==> config.mk <==
export PLATFORM = sky130hd
export DESIGN_NAME = datapath_pipe
export DESIGN_NICKNAME = d
export VERILOG_FILES = /design/src/rtl/datapath_pkg.sv /design/src/rtl/datapath_pipe_alu.sv /design/src/rtl/datapath_pipe.sv
export SDC_FILE = /design/constraint.sdc
export NUM_CORES = 1
export LEC_CHECK = 0
export BUFFER_PORTS_ARGS = -buffer_cell sky130_fd_sc_hd__buf_2
export CAP_MARGIN = 25
export CORE_UTILIZATION = 43
export CTS_CLUSTER_DIAMETER = 50
export DETAILED_ROUTE_END_ITERATION = 8
export GPL_TIMING_DRIVEN = 1
export HOLD_SLACK_MARGIN = 0.03
export PLACE_DENSITY = 0.59
export REMOVE_ABC_BUFFERS = 1
export SYNTH_ARGS = -nofsm -noshare
export SYNTH_HDL_FRONTEND = slang
export SYNTH_SLANG_ARGS = --single-unit
==> constraint.sdc <==
create_clock -name clk -period 8.75 [get_ports clk]
set_clock_uncertainty 0.1 [all_clocks]
set_input_delay 1.3125 -clock clk [delete_from_list [all_inputs] [get_ports clk]]
set_output_delay 1.3125 -clock clk [all_outputs]
set_load 0.005 [all_outputs]
==> src/rtl/datapath_pkg.sv <==
// Shared definitions for the pipelined datapath: FU opcodes and PSR bit positions.
// Combinational constants only; no latency, no flow control.
package datapath_pkg;

   localparam logic [3:0] OP_ADD   = 4'd0;
   localparam logic [3:0] OP_SUB   = 4'd1;
   localparam logic [3:0] OP_AND   = 4'd2;
   localparam logic [3:0] OP_OR    = 4'd3;
   localparam logic [3:0] OP_XOR   = 4'd4;
   localparam logic [3:0] OP_NOT   = 4'd5;
   localparam logic [3:0] OP_PASSA = 4'd6;
   localparam logic [3:0] OP_PASSB = 4'd7;
   localparam logic [3:0] OP_SHL   = 4'd8;
   localparam logic [3:0] OP_SHR   = 4'd9;
   localparam logic [3:0] OP_SRA   = 4'd10;

   localparam int PSR_W = 5;
   localparam int PSR_D = 4;
   localparam int PSR_V = 3;
   localparam int PSR_C = 2;
   localparam int PSR_N = 1;
   localparam int PSR_Z = 0;

endpackage

==> src/rtl/datapath_pipe_alu.sv <==
// Combinational function unit: result plus {V,C,N,Z}; zero latency, no backpressure.
// Shifts use B[3:0]; C is the last bit shifted out (0 for a shift of zero).
module alu_param
   import datapath_pkg::*;
#(
   parameter int WIDTH = 16
) (
   input  logic [3:0]       opcode,
   input  logic [WIDTH-1:0] a,
   input  logic [WIDTH-1:0] b,
   output logic [WIDTH-1:0] result,
   output logic [3:0]       vcnz
);

   localparam int MSB = WIDTH - 1;

   logic [3:0]   sh;
   logic [WIDTH:0] sum_x;
   logic [WIDTH:0] diff_x;
   logic [WIDTH:0] shl_x;
   logic [WIDTH:0] shr_x;
   logic [WIDTH:0] sra_x;
   logic         c_flag;
   logic         v_flag;

   assign sh     = b[3:0];
   assign sum_x  = {1'b0, a} + {1'b0, b};
   assign diff_x = {1'b0, a} - {1'b0, b};
   // One guard bit on the outgoing side captures the last bit shifted out.
   assign shl_x  = {1'b0, a} << sh;
   assign shr_x  = {a, 1'b0} >> sh;
   assign sra_x  = $signed({a, 1'b0}) >>> sh;

   always_comb begin
      result = a;
      c_flag = 1'b0;
      v_flag = 1'b0;
      case (opcode)
         OP_ADD: begin
            result = sum_x[WIDTH-1:0];
            c_flag = sum_x[WIDTH];
            v_flag = (a[MSB] == b[MSB]) && (sum_x[MSB] != a[MSB]);
         end
         OP_SUB: begin
            result = diff_x[WIDTH-1:0];
            c_flag = diff_x[WIDTH];
            v_flag = (a[MSB] != b[MSB]) && (diff_x[MSB] != a[MSB]);
         end
         OP_AND:   result = a & b;
         OP_OR:    result = a | b;
         OP_XOR:   result = a ^ b;
         OP_NOT:   result = ~a;
         OP_PASSA: result = a;
         OP_PASSB: result = b;
         OP_SHL: begin
            result = shl_x[WIDTH-1:0];
            c_flag = shl_x[WIDTH];
         end
         OP_SHR: begin
            result = shr_x[WIDTH:1];
            c_flag = shr_x[0];
         end
         OP_SRA: begin
            result = sra_x[WIDTH:1];
            c_flag = sra_x[0];
         end
         default: result = a;
      endcase
   end

   assign vcnz = {v_flag, c_flag, result[MSB], (result == '0)};

endmodule

==> src/rtl/datapath_pipe.sv <==
// Two-stage datapath (X: read+FU, W: writeback); result forwardable next cycle, in file after 2.
// No backpressure: one op per cycle when op_valid; DATAPATH_PIPE_FWD_EN enables W->X forwarding.
module datapath_pipe
   import datapath_pkg::*;
#(
   parameter int WIDTH  = 16,
   parameter int NREG   = 16,
   parameter int IR_IDX = NREG - 1,
   localparam int AW    = $clog2(NREG)
) (
   input  logic             clk,
   input  logic             reset,
   input  logic             op_valid,
   input  logic [AW-1:0]    addr_a,
   input  logic [AW-1:0]    addr_b,
   input  logic [AW-1:0]    addr_d,
   input  logic             reg_we,
   input  logic             sel_mem,
   input  logic             psr_we,
   input  logic             disp_set,
   input  logic [3:0]       opcode,
   input  logic [WIDTH-1:0] data_in,
   output logic [WIDTH-1:0] bus_a,
   output logic [WIDTH-1:0] bus_b,
   output logic [WIDTH-1:0] instruction,
   output logic [4:0]       status
);

   localparam logic [AW-1:0] IR_A = AW'(IR_IDX);

   logic [WIDTH-1:0] regs_q [NREG];
   logic [WIDTH-1:0] regs_d [NREG];

   logic             wb_vld_q,  wb_vld_d;
   logic [AW-1:0]    wb_addr_q, wb_addr_d;
   logic             wb_we_q,   wb_we_d;
   logic             wb_mem_q,  wb_mem_d;
   logic [WIDTH-1:0] wb_res_q,  wb_res_d;
   logic [PSR_W-1:0] psr_q,     psr_d;

   logic [WIDTH-1:0] rd_a;
   logic [WIDTH-1:0] rd_b;
   logic [WIDTH-1:0] wb_wdata;
   logic             wb_write;
   logic [WIDTH-1:0] fu_res;
   logic [3:0]       fu_vcnz;

   // Register 0 is never written, so a plain array read already yields zero for it.
   assign rd_a     = regs_q[addr_a];
   assign rd_b     = regs_q[addr_b];
   assign wb_wdata = wb_mem_q ? data_in : wb_res_q;
   assign wb_write = wb_vld_q && wb_we_q && (wb_addr_q != '0);

`ifdef DATAPATH_PIPE_FWD_EN
   logic fwd_a;
   logic fwd_b;

   assign fwd_a = wb_write && (wb_addr_q == addr_a);
   assign fwd_b = wb_write && (wb_addr_q == addr_b);
   assign bus_a = fwd_a ? wb_wdata : rd_a;
   assign bus_b = fwd_b ? wb_wdata : rd_b;
`else
   assign bus_a = rd_a;
   assign bus_b = rd_b;
`endif

   alu_param #(.WIDTH(WIDTH)) u_alu (
      .opcode (opcode),
      .a      (bus_a),
      .b      (bus_b),
      .result (fu_res),
      .vcnz   (fu_vcnz)
   );

   always_comb begin
      regs_d = regs_q;
      if (wb_write) begin
         regs_d[wb_addr_q] = wb_wdata;
      end
   end

   always_comb begin
      wb_vld_d  = op_valid;
      wb_addr_d = addr_d;
      wb_we_d   = reg_we;
      wb_mem_d  = sel_mem;
      wb_res_d  = fu_res;
   end

   always_comb begin
      psr_d = psr_q;
      if (op_valid && psr_we) begin
         psr_d[PSR_V] = fu_vcnz[PSR_V];
         psr_d[PSR_C] = fu_vcnz[PSR_C];
         psr_d[PSR_N] = fu_vcnz[PSR_N];
         psr_d[PSR_Z] = fu_vcnz[PSR_Z];
      end
      // D is sticky until reset.
      if (op_valid && disp_set) begin
         psr_d[PSR_D] = 1'b1;
      end
   end

   always_ff @(posedge clk) begin
      if (reset) begin
         for (int i = 0; i < NREG; i++) begin
            regs_q[i] <= '0;
         end
         wb_vld_q  <= 1'b0;
         wb_addr_q <= '0;
         wb_we_q   <= 1'b0;
         wb_mem_q  <= 1'b0;
         wb_res_q  <= '0;
         psr_q     <= '0;
      end else begin
         regs_q    <= regs_d;
         wb_vld_q  <= wb_vld_d;
         wb_addr_q <= wb_addr_d;
         wb_we_q   <= wb_we_d;
         wb_mem_q  <= wb_mem_d;
         wb_res_q  <= wb_res_d;
         psr_q     <= psr_d;
      end
   end

   assign instruction = regs_q[IR_A];
   assign status      = psr_q;

endmodule

# Word level (Yosys, flattened, before mapping)
# Cells that the tools add are included.
[totals]
ff_bits = 284
in_bits = 39
output_inout_bits = 53
elab_cells = 75
[classes]
addsub = 2
n_lt_le_gt_ge = 4
n_eq_ne = 13
shifts = 3
muxes = 13
bitwise = 7
reduce_logical = 10
[op_table]
columns = ["operator", "count"]
rows = [
  ["256-bit bitwise mux", 1],
  ["16-bit case mux with 10 select lines", 1],
  ["16-bit binary-select mux with 4-bit select", 2],
  ["16-bit 2-to-1 mux", 6],
  ["16-bit demux with 4-bit select", 1],
  ["16-bit by 16-bit adder with 17-bit output", 1],
  ["16-bit by 4-bit << shifter with 17-bit output", 1],
  ["17-bit by 4-bit >> shifter with 17-bit output", 1],
  ["17-bit by 4-bit >>> shifter with 17-bit output", 1],
  ["16-bit by 16-bit subtractor with 17-bit output", 1],
  ["16-bit bitwise AND", 1],
  ["16-bit zero test", 1],
  ["16-bit inverter", 1],
  ["16-bit bitwise OR", 1],
  ["16-bit bitwise XOR", 1],
  ["5-bit >= comparator (second input constant)", 3],
  ["4-bit inverter with 5-bit output", 3],
  ["4-bit by 3-bit == test with 1-bit output (second input constant)", 3],
  ["4-bit == test (second input constant)", 3],
  ["4-bit by 2-bit == test with 1-bit output (second input constant)", 2],
  ["1-bit logical AND", 7],
  ["5-bit by 1-bit less-than comparator with 1-bit output (second input constant)", 1],
  ["1-bit case mux with 5 select lines", 1],
  ["4-bit by 1-bit == test with 1-bit output (second input constant)", 1],
  ["other kinds (5)", 7],
]

# Logic depth before layout (Yosys ltp)
# Gate-level depths: netlist of the first run.
[logic_depth]
ltp_word = 8
depth_mapped = 22

# Cells and area by module
# Synthesis of the first run repeated with hierarchy kept, for this count alone.
[hier_totals]
hier_cells = 1978
hier_area_um2 = 18969.4
[modules_own_cells]
columns = ["mod", "instances", "cells_each", "area_each_um2"]
rows = [
  ["datapath_pipe", 1, 1278, 14078.5],
  ["alu_param", 1, 700, 4890.9],
]

# Worst setup path after synthesis of the first run
# OpenSTA, ideal clock, no wires.
[synth_path]
path_type = "input to register"
start = "input addr_b[1]"
end = "register psr_q[0], in the netlist status[0]"
setup_time_ns = 0.059
t_arrival_ns = 6.367
path_slack_ns = 2.224
cell_stages = 19
n_path_buf = 5
path_cell_list = "clkbuf_1 > buf_2 > buf_1 > clkbuf_1 > buf_1 > mux4_2 > mux4_2 > inv_1 > ha_1 > or3_1 > o21a_1 > o311a_1 > a31oi_1 > mux2i_1 > a41oi_1 > or2_2 > a2111oi_2 > nand4b_1 > nand2_1"
[synth_between]
elab_chain_len = 7
elab_cells_between_ends = 14
[synth_lines]
columns = ["element", "line_no", "rtl"]
rows = [
  ["from (decl)", "datapath_pipe.sv:15", "input logic [AW-1:0] addr_b,"],
  ["4-bit inverter with 5-bit output (not written as such) (*)", "datapath_pipe.sv:50", "assign rd_b = regs_q[addr_b];"],
  ["16-bit binary-select mux with 4-bit select (*)", "datapath_pipe.sv:50", ""],
  ["16-bit 2-to-1 mux (not written as such) (*) (2 in series)", "datapath_pipe.sv:50", ""],
  ["net bus_b[8]", "datapath_pipe.sv:24", "output logic [WIDTH-1:0] bus_b,"],
  ["16-bit by 16-bit subtractor with 17-bit output (tied with other cells)", "datapath_pipe_alu.sv:28", "assign diff_x = {1'b0, a} - {1'b0, b};"],
  ["16-bit case mux with 10 select lines (*)", "datapath_pipe_alu.sv:38", "case (opcode)"],
  ["16-bit zero test (*)", "datapath_pipe_alu.sv:71", "assign vcnz = {v_flag, c_flag, result[MSB], (result == '0)};"],
  ["to (signal assigned)", "datapath_pipe.sv:122", "psr_q <= psr_d;"],
  ["to (decl)", "datapath_pipe.sv:39", "logic [PSR_W-1:0] psr_q, psr_d;"],
]
# Mark *: on every way through the listed nets, which the timed path passes. The rest lies on a longest branch. The select of a mux whose other input is x is not followed.
# A chain may end at the register's enable or synchronous reset.

# Worst setup path in the final report of the first run
[layout_path]
start = "input addr_b[3]"
end = "register psr_q[0], in the netlist status[0]"
[layout_between]
elab_chain_len = 7
elab_cells_between_ends = 14
[layout_lines]
columns = ["element", "line_no"]
rows = [
  ["4-bit inverter with 5-bit output (not written as such) (*)", "datapath_pipe.sv:50"],
  ["16-bit binary-select mux with 4-bit select (*)", "datapath_pipe.sv:50"],
  ["16-bit 2-to-1 mux (not written as such) (*) (2 in series)", "datapath_pipe.sv:50"],
  ["16-bit by 16-bit subtractor with 17-bit output (tied with other cells)", "datapath_pipe_alu.sv:28"],
  ["16-bit case mux with 10 select lines (*)", "datapath_pipe_alu.sv:38"],
  ["16-bit zero test (*)", "datapath_pipe_alu.sv:71"],
]
# Every way passes the cells marked *; elsewhere a longest branch is shown, timed or not. The select of a mux whose other input is x is not followed.

==> results.toml, run 1 <==
[layout]
fin_nets = 2009
antenna_cells = 0
drive_gt1_frac = 0.196
post-route-util = 0.483
finalNonFillerCells = 2473
area_growth_pct = 10.8
design_area_sq_mm = 0.0197

[sta]
rsz0062_at_grt = "no"
worst_pin_slew_ns = 1.06
hold_violations = 0
layout_min_cycle_time_ns = 6.52
finalSetupViolCount = 0
maxSlewViolCount = 0
setup-tns-final_ns = 0
post-route-period-util = 0.745
fmax_mhz = 153
relSlewSlack = 0.285

[critical_path]
r2r_slack_ns = 3.46
arrival_ns = 6.89
r2r_end = "status[0]"
rr_worst_depth = 16
critPathMaxFanout = 22
critPathLaunchType = "primary input"
crit_start = "addr_b[3]"
crit-reg2reg-launch = "regs_q[147]"
crit_end = "status[0]"
worstSetupEndpointType = "flop"
crit_type = "in -> reg"
critPathRequiredTime_ns = 9.13

[clock_network]
postCtsHoldBufs = 0
root_buffer = "clkbuf_16"
cts-htree-levels = 2
clkLatencyLatePin_ns = 0.55
post_cts_buffers = 0
cts_tree = "yes"
clk_pin_slew_worst_paths_ns = 0.06
cts_buffers = 35
ctsResizeCount = 0
cts.path.max_buffers = 3
clkSinkCount = 284

[routing]
drtAntennaViolNets = 0
drcViolationCount = 0
wl_per_cell_um = 25.7
viasPerCell = 6.46
firstDrtPassIters = 5
vias = 16000
totalWireLength_um = 63500
drt_iter0_markers = 1478

[global_routing]
antenna_found_initial = 1
grt_max_degree = 147
overflow = 0
grt_pass1_wl_um = 96500
grt_usage = 0.302
grt_pass1_vias = 15300

[pwr]
seqPwrFrac = 0.424
power_density_mw_per_mm2 = 157
p_switching_mw = 0.868
fin_total_pwr_mw = 3.10
clkPwrFrac = 0.448
power_frac_comb = 0.129
p_sw_frac = 0.280
p_leak_nw = 6.78
vdd_ir_drop_max_v = 0.000115
p_int_mw = 2.24

[placement]
dp_cells = 2413
place_hpwl_um = 43400
gp_congestion = 0.978
portBuffers = 91
post_dp_cell_area_sq_mm = 0.0186

[floorplan]
fp.dieH_um = 206
placementRows = 74
ios = 92
die-area_sq_mm = 0.0422
core_area_sq_mm = 0.0408
dieWidth_um = 206
start_util = 0.436

[run_status]
status = "complete, no violations"

[yosys]
yosys.area.top_type_share = 0.319
synth_xor_area_frac = 0.00541
synth_area_sq_mm = 0.0178
synth-edff-count = 0
synth_warnings = 0
synth-compound-area-share = 0.242
synth_top_family_by_area = "compound AO/OA/AOI/OAI gates"
async_reset_ff_frac = 0
ys_seq_elements = 284
avgSynthCellArea_sq_um = 9.21
yosys_most_used_dff = "dfxtp_1"
synth_area_leaders = "dfxtp_1 32%, mux4_2 17%, a211oi_1 11%, nor2_1 6.8%, ha_1 3.4%"
yosysTopAreaCell = "dfxtp_1"
synth_mux_area_frac = 0.197
synthesis.instances = 1934
ys_seq_area_frac = 0.319
synth-simple-area-share = 0.141
synthAdderAreaFrac = 0.0367
yosysUniqueCellTypes = 83

[job]
cap_violations = 0

[worst_hold_path]
hp-start = "status[1]"
min_path_cells = 2
hold_path.class = "reg -> reg"
[through the flow]
step / setup WS [ns] / hold slack [ns]
detailed placement: 1.72 / 0.356
finish: 2.23 / 0.375
CTS: 2.25 / 0.371
global route: 1.84 / 0.394
floorplan: 2.15 / 0.347
global placement: 1.74 / 0.344
[cells by family after synthesis]
family                   after synthesis
XOR/XNOR                              11
AND/OR/NAND/NOR                      566
multiplexers                         182
flip-flops                           284
AO/OA/AOI/OAI                        591
adder cells (fa/ha/maj)               51
buffers and inverters                249
[registers in the layout (all words and copies together), names as in the netlist]
name	cells
instruction	16
regs_q	240
status	5
wb_addr_q	4
wb_mem_q	1
wb_res_q	16
wb_vld_q	1
wb_we_q	1
[worst max-delay path, stage by stage]
cell       delay [ns]
buf_2            0.62
mux4_2           0.61
mux2i_1          0.15
a21o_1           0.59
inv_1            0.50
ha_1             0.37
nand2_1          0.10
o2111ai_1        0.18
a311o_1          0.44
a31oi_1          0.32
o211ai_1         0.21
a2111oi_0        0.56
or4_1            0.20
a21oi_1          0.07
o32a_1           0.36
nand4b_1         0.18
nand2_1          0.08
[layout by cell type (no fill, tap or decap), types with 9 or more instances in the layout]
cell type / Yosys / routed
mux2i_1: 40 / 40
and2_1: 14 / 14
clkbuf_16: 0 / 35
nand2b_1: 11 / 11
a21o_1: 18 / 18
nor2_2: 0 / 9
nor3_1: 33 / 29
nor2_1: 323 / 314
a22oi_1: 39 / 39
nand3_1: 26 / 26
mux4_2: 134 / 134
a211oi_1: 260 / 260
a21oi_1: 78 / 78
buf_2: 22 / 88
o21a_1: 9 / 9
a211o_1: 10 / 10
nand2_1: 75 / 75
inv_1: 46 / 46
buf_4: 16 / 55
nor2b_1: 41 / 41
ha_1: 49 / 49
dfxtp_1: 284 / 284
xnor2_1: 9 / 9
a221oi_1: 12 / 12
o211ai_1: 20 / 20
o21ai_0: 32 / 32
[final cells by class]
| cell class | count | area [sq um] |
|---|---|---|
| Inverter | 49 | 184 |
| Tap cell | 532 | 666 |
| Multi-Input combinational cell | 1401 | 11200 |
| Clock inverter | 13 | 133 |
| Sequential cell | 284 | 5690 |
| Fill cell | 3848 | 21100 |
| Timing Repair Buffer | 148 | 940 |
| Clock buffer | 46 | 977 |
[synthesized netlist by cell type (6+ instances only)]
library cell and n:
nor2_1 323, dfxtp_1 284, a211oi_1 260, clkbuf_1 143
mux4_2 134, a21oi_1 78, nand2_1 75, ha_1 49
inv_1 46, nor2b_1 41, mux2i_1 40, a22oi_1 39
nor3_1 33, o21ai_0 32, nand3_1 26, buf_2 22
o211ai_1 20, a21o_1 18, buf_1 17, buf_4 16
and2_1 14, a221oi_1 12, nand2b_1 11, a211o_1 10
o21a_1 9, xnor2_1 9, a31oi_1 8, mux2_2 8
o2111ai_1 8, a2111oi_0 7, nor4_1 7, o31ai_1 7
a2bb2oi_1 6
[how the worst min path moves through the flow]
stage          slack (ns)          end
2_1_floorplan        0.35    status[1]
3_3_place_gp         0.34    status[4]
3_5_place_dp         0.36    status[4]
4_1_cts              0.37    status[4]
5_1_grt              0.39  regs_q[252]
6_report             0.38    status[1]
[power groups by stage]
| stage | combinational (mW) | sequential [mW] | clock (mW) |
|---|---|---|---|
| final | 0.399 | 1.31 | 1.39 |
| after global routing | 0.426 | 1.32 | 1.47 |
| after CTS | 0.393 | 1.31 | 1.41 |
| after detailed placement | 0.391 | 1.34 | 0 |
| after global placement | 0.390 | 1.34 | 0 |
| after floorplan | 0.203 | 1.34 | 0 |
[per-layer routing]
metal  share of wire  routed length (um)  global-route usage
met5         0.00020                  13                   0
met4           0.036                2290               0.119
met3           0.071                4500              0.0405
met2            0.45               28800               0.470
met1            0.44               27900               0.423
Power figures use the tool's default switching activity.
==> run 2: changes to the inputs <==
--- a/config.mk
+++ b/config.mk
@@ -12,7 +12,7 @@
 export DETAILED_ROUTE_END_ITERATION = 8
 export GPL_TIMING_DRIVEN = 1
 export HOLD_SLACK_MARGIN = 0.03
-export PLACE_DENSITY = 0.59
+export PLACE_DENSITY = 0.62
 export REMOVE_ABC_BUFFERS = 1
 export SYNTH_ARGS = -nofsm -noshare
 export SYNTH_HDL_FRONTEND = slang
==> constraint.sdc (replaced) <==
create_clock -name clk -period 5.9 [get_ports clk]
set_clock_uncertainty 0.1 [all_clocks]
set_input_delay 0.885 -clock clk [delete_from_list [all_inputs] [get_ports clk]]
set_output_delay 0.885 -clock clk [all_outputs]
set_load 0.005 [all_outputs]
==> results.toml, run 2 (same netlist as run 1, synthesis figures left out) <==
[global_routing]
grt_max_degree = 148
grt_pass1_vias = 15500
grt_pass1_wl_um = 97000
overflow = 0
grt_usage = 0.302
antenna_found_initial = 1

[critical_path]
cpMaxStageDelayCell = "o41ai_2"
critPathMaxFanout = 11
critPathRequiredTime_ns = 6.30
crit_type = "in -> reg"
worstSetupEndpointType = "flop"
max_stage_delay_ns = 0.59
path_buf_inv = 5
cp_cell_sequence = "buf_4 > buf_12 > buf_4 > mux4_2 > a22oi_1 > and2_1 > inv_1 > buf_4 > ha_1 > nor3b_1 > nor4b_1 > o311a_1 > o21ai_0 > o211ai_1 > a21oi_1 > o41ai_2 > o21ai_0 > nor4bb_1 > nand4b_1 > nand2_1"
crit_top_cell = "buf_4"
critPathLaunchType = "primary input"
arrival_ns = 5.99
path_delay_family = "compound AO/OA/AOI/OAI gates"

[pwr]
vdd_ir_drop_max_v = 0.000168
power_density_mw_per_mm2 = 223
p_leak_nw = 7.10

[sta]
relSlewSlack = 0.321
rsz0062_at_grt = "no"
hold_violations = 0
fmax_mhz = 179
hold-worst-slack_ns = 0.366
post-route-period-util = 0.946
worst_pin_slew_ns = 0.998
layout_min_cycle_time_ns = 5.58
finalSetupViolCount = 0
maxSlewViolCount = 0

[routing]
drt_iter0_markers = 1756
totalWireLength_um = 63700
vias = 16500
drtAntennaViolNets = 0
wl_per_cell_um = 25.1
viasPerCell = 6.47
firstDrtPassIters = 9
drcViolationCount = 5

[placement]
post_dp_cell_area_sq_mm = 0.0192
gp_congestion = 1.01
place_hpwl_um = 44600
portBuffers = 91

[floorplan]
dieWidth_um = 206
ios = 92
core_area_sq_mm = 0.0408
fp.dieH_um = 206
placementRows = 74
die-area_sq_mm = 0.0422
start_util = 0.436

[layout]
fill_cells = 3811
post-route-util = 0.495
drive_gt1_frac = 0.222
area_growth_pct = 13.6
design_area_sq_mm = 0.0202
fin_nets = 2077
final_cell_mix = "314 x nor2_1, 284 x dfxtp_1, 260 x a211oi_1, 134 x mux4_2, 124 x buf_4"
regMostFlops = "regs_q"
largest_register_ffs = 240
final_common_cell = "nor2_1"
antenna_cells = 0

[worst_hold_path]
hold_path.class = "reg -> reg"

[clock_network]
clkSinkCount = 284
clk_pin_slew_worst_paths_ns = 0.06
root_buffer = "clkbuf_16"
cts_tree = "yes"
cts.path.max_buffers = 3
clkLatencyLatePin_ns = 0.57
cts-htree-levels = 1
cts_buffers = 31

[job]
cap_violations = 0

[run_status]
status = "complete, but fails checks"
failed_checks = "DRC"
[run 2: final cells by class]
cell class | instances | area [sq um] | area share
multi-input combinational | 1401 | 11200 | 0.552
clock buffer | 44 | 875 | 0.0432
tap | 532 | 666 | 0.0329
inverter | 49 | 184 | 0.00909
sequential | 284 | 5690 | 0.281
timing repair buffer | 220 | 1530 | 0.0754
clock inverter | 12 | 136 | 0.00674
[run 2: through the flow]
step                      setup WS, ns  TNS (ns)  power (mW)  instances
final                            0.316         0        4.51       2542
after detailed placement        -0.295    -0.295        2.60       2486
after floorplan                 -0.275    -0.731        2.29       1734
after global placement          -0.303    -0.303        2.59       2478
after CTS                        0.269         0        4.51       2542
after global routing            0.0371         0        4.65       2542
[run 2: power breakdown]
part / switching, mW / internal, mW
Combinational: 0.404 / 0.218
Sequential: 0.0157 / 1.94
Clock: 0.812 / 1.12
Total: 1.23 / 3.28
[run 2: worst reg2reg max path: cells and delay by family, from the launching register on]
kind,cells,cell delay (ns)
AO/OA/AOI/OAI,8,1.78
flip-flops,1,0.35
adder cells (fa/ha/maj),2,0.76
multiplexers,2,1.07
AND/OR/NAND/NOR,3,0.79
buffers and inverters,1,0.15
[run 2: repair_timing]
item,4_1_cts,5_1_grt
resized for setup,0,1
hold buffers,0,0
endpoints found under the setup margin,0,1
setup buffers,0,0
[run 2: worst paths after layout]
check,slack (ns),end,from,cells after the start
worst max register to register,0.82,status[0],instruction[0],16
worst max-delay path,0.32,status[0],addr_a[0],20
worst min register to register,0.37,status[4],status[4],2
worst min-delay path,0.37,status[4],status[4],2
[run 2: routing by layer]
layer / part of all wire / GRT usage / vias up
met3: 0.085 / 0.0475 / 142
met5: 0 / 0 / -
met4: 0.035 / 0.108 / 0
li1: - / - / 7435
met1: 0.43 / 0.423 / 8079
met2: 0.45 / 0.470 / 796
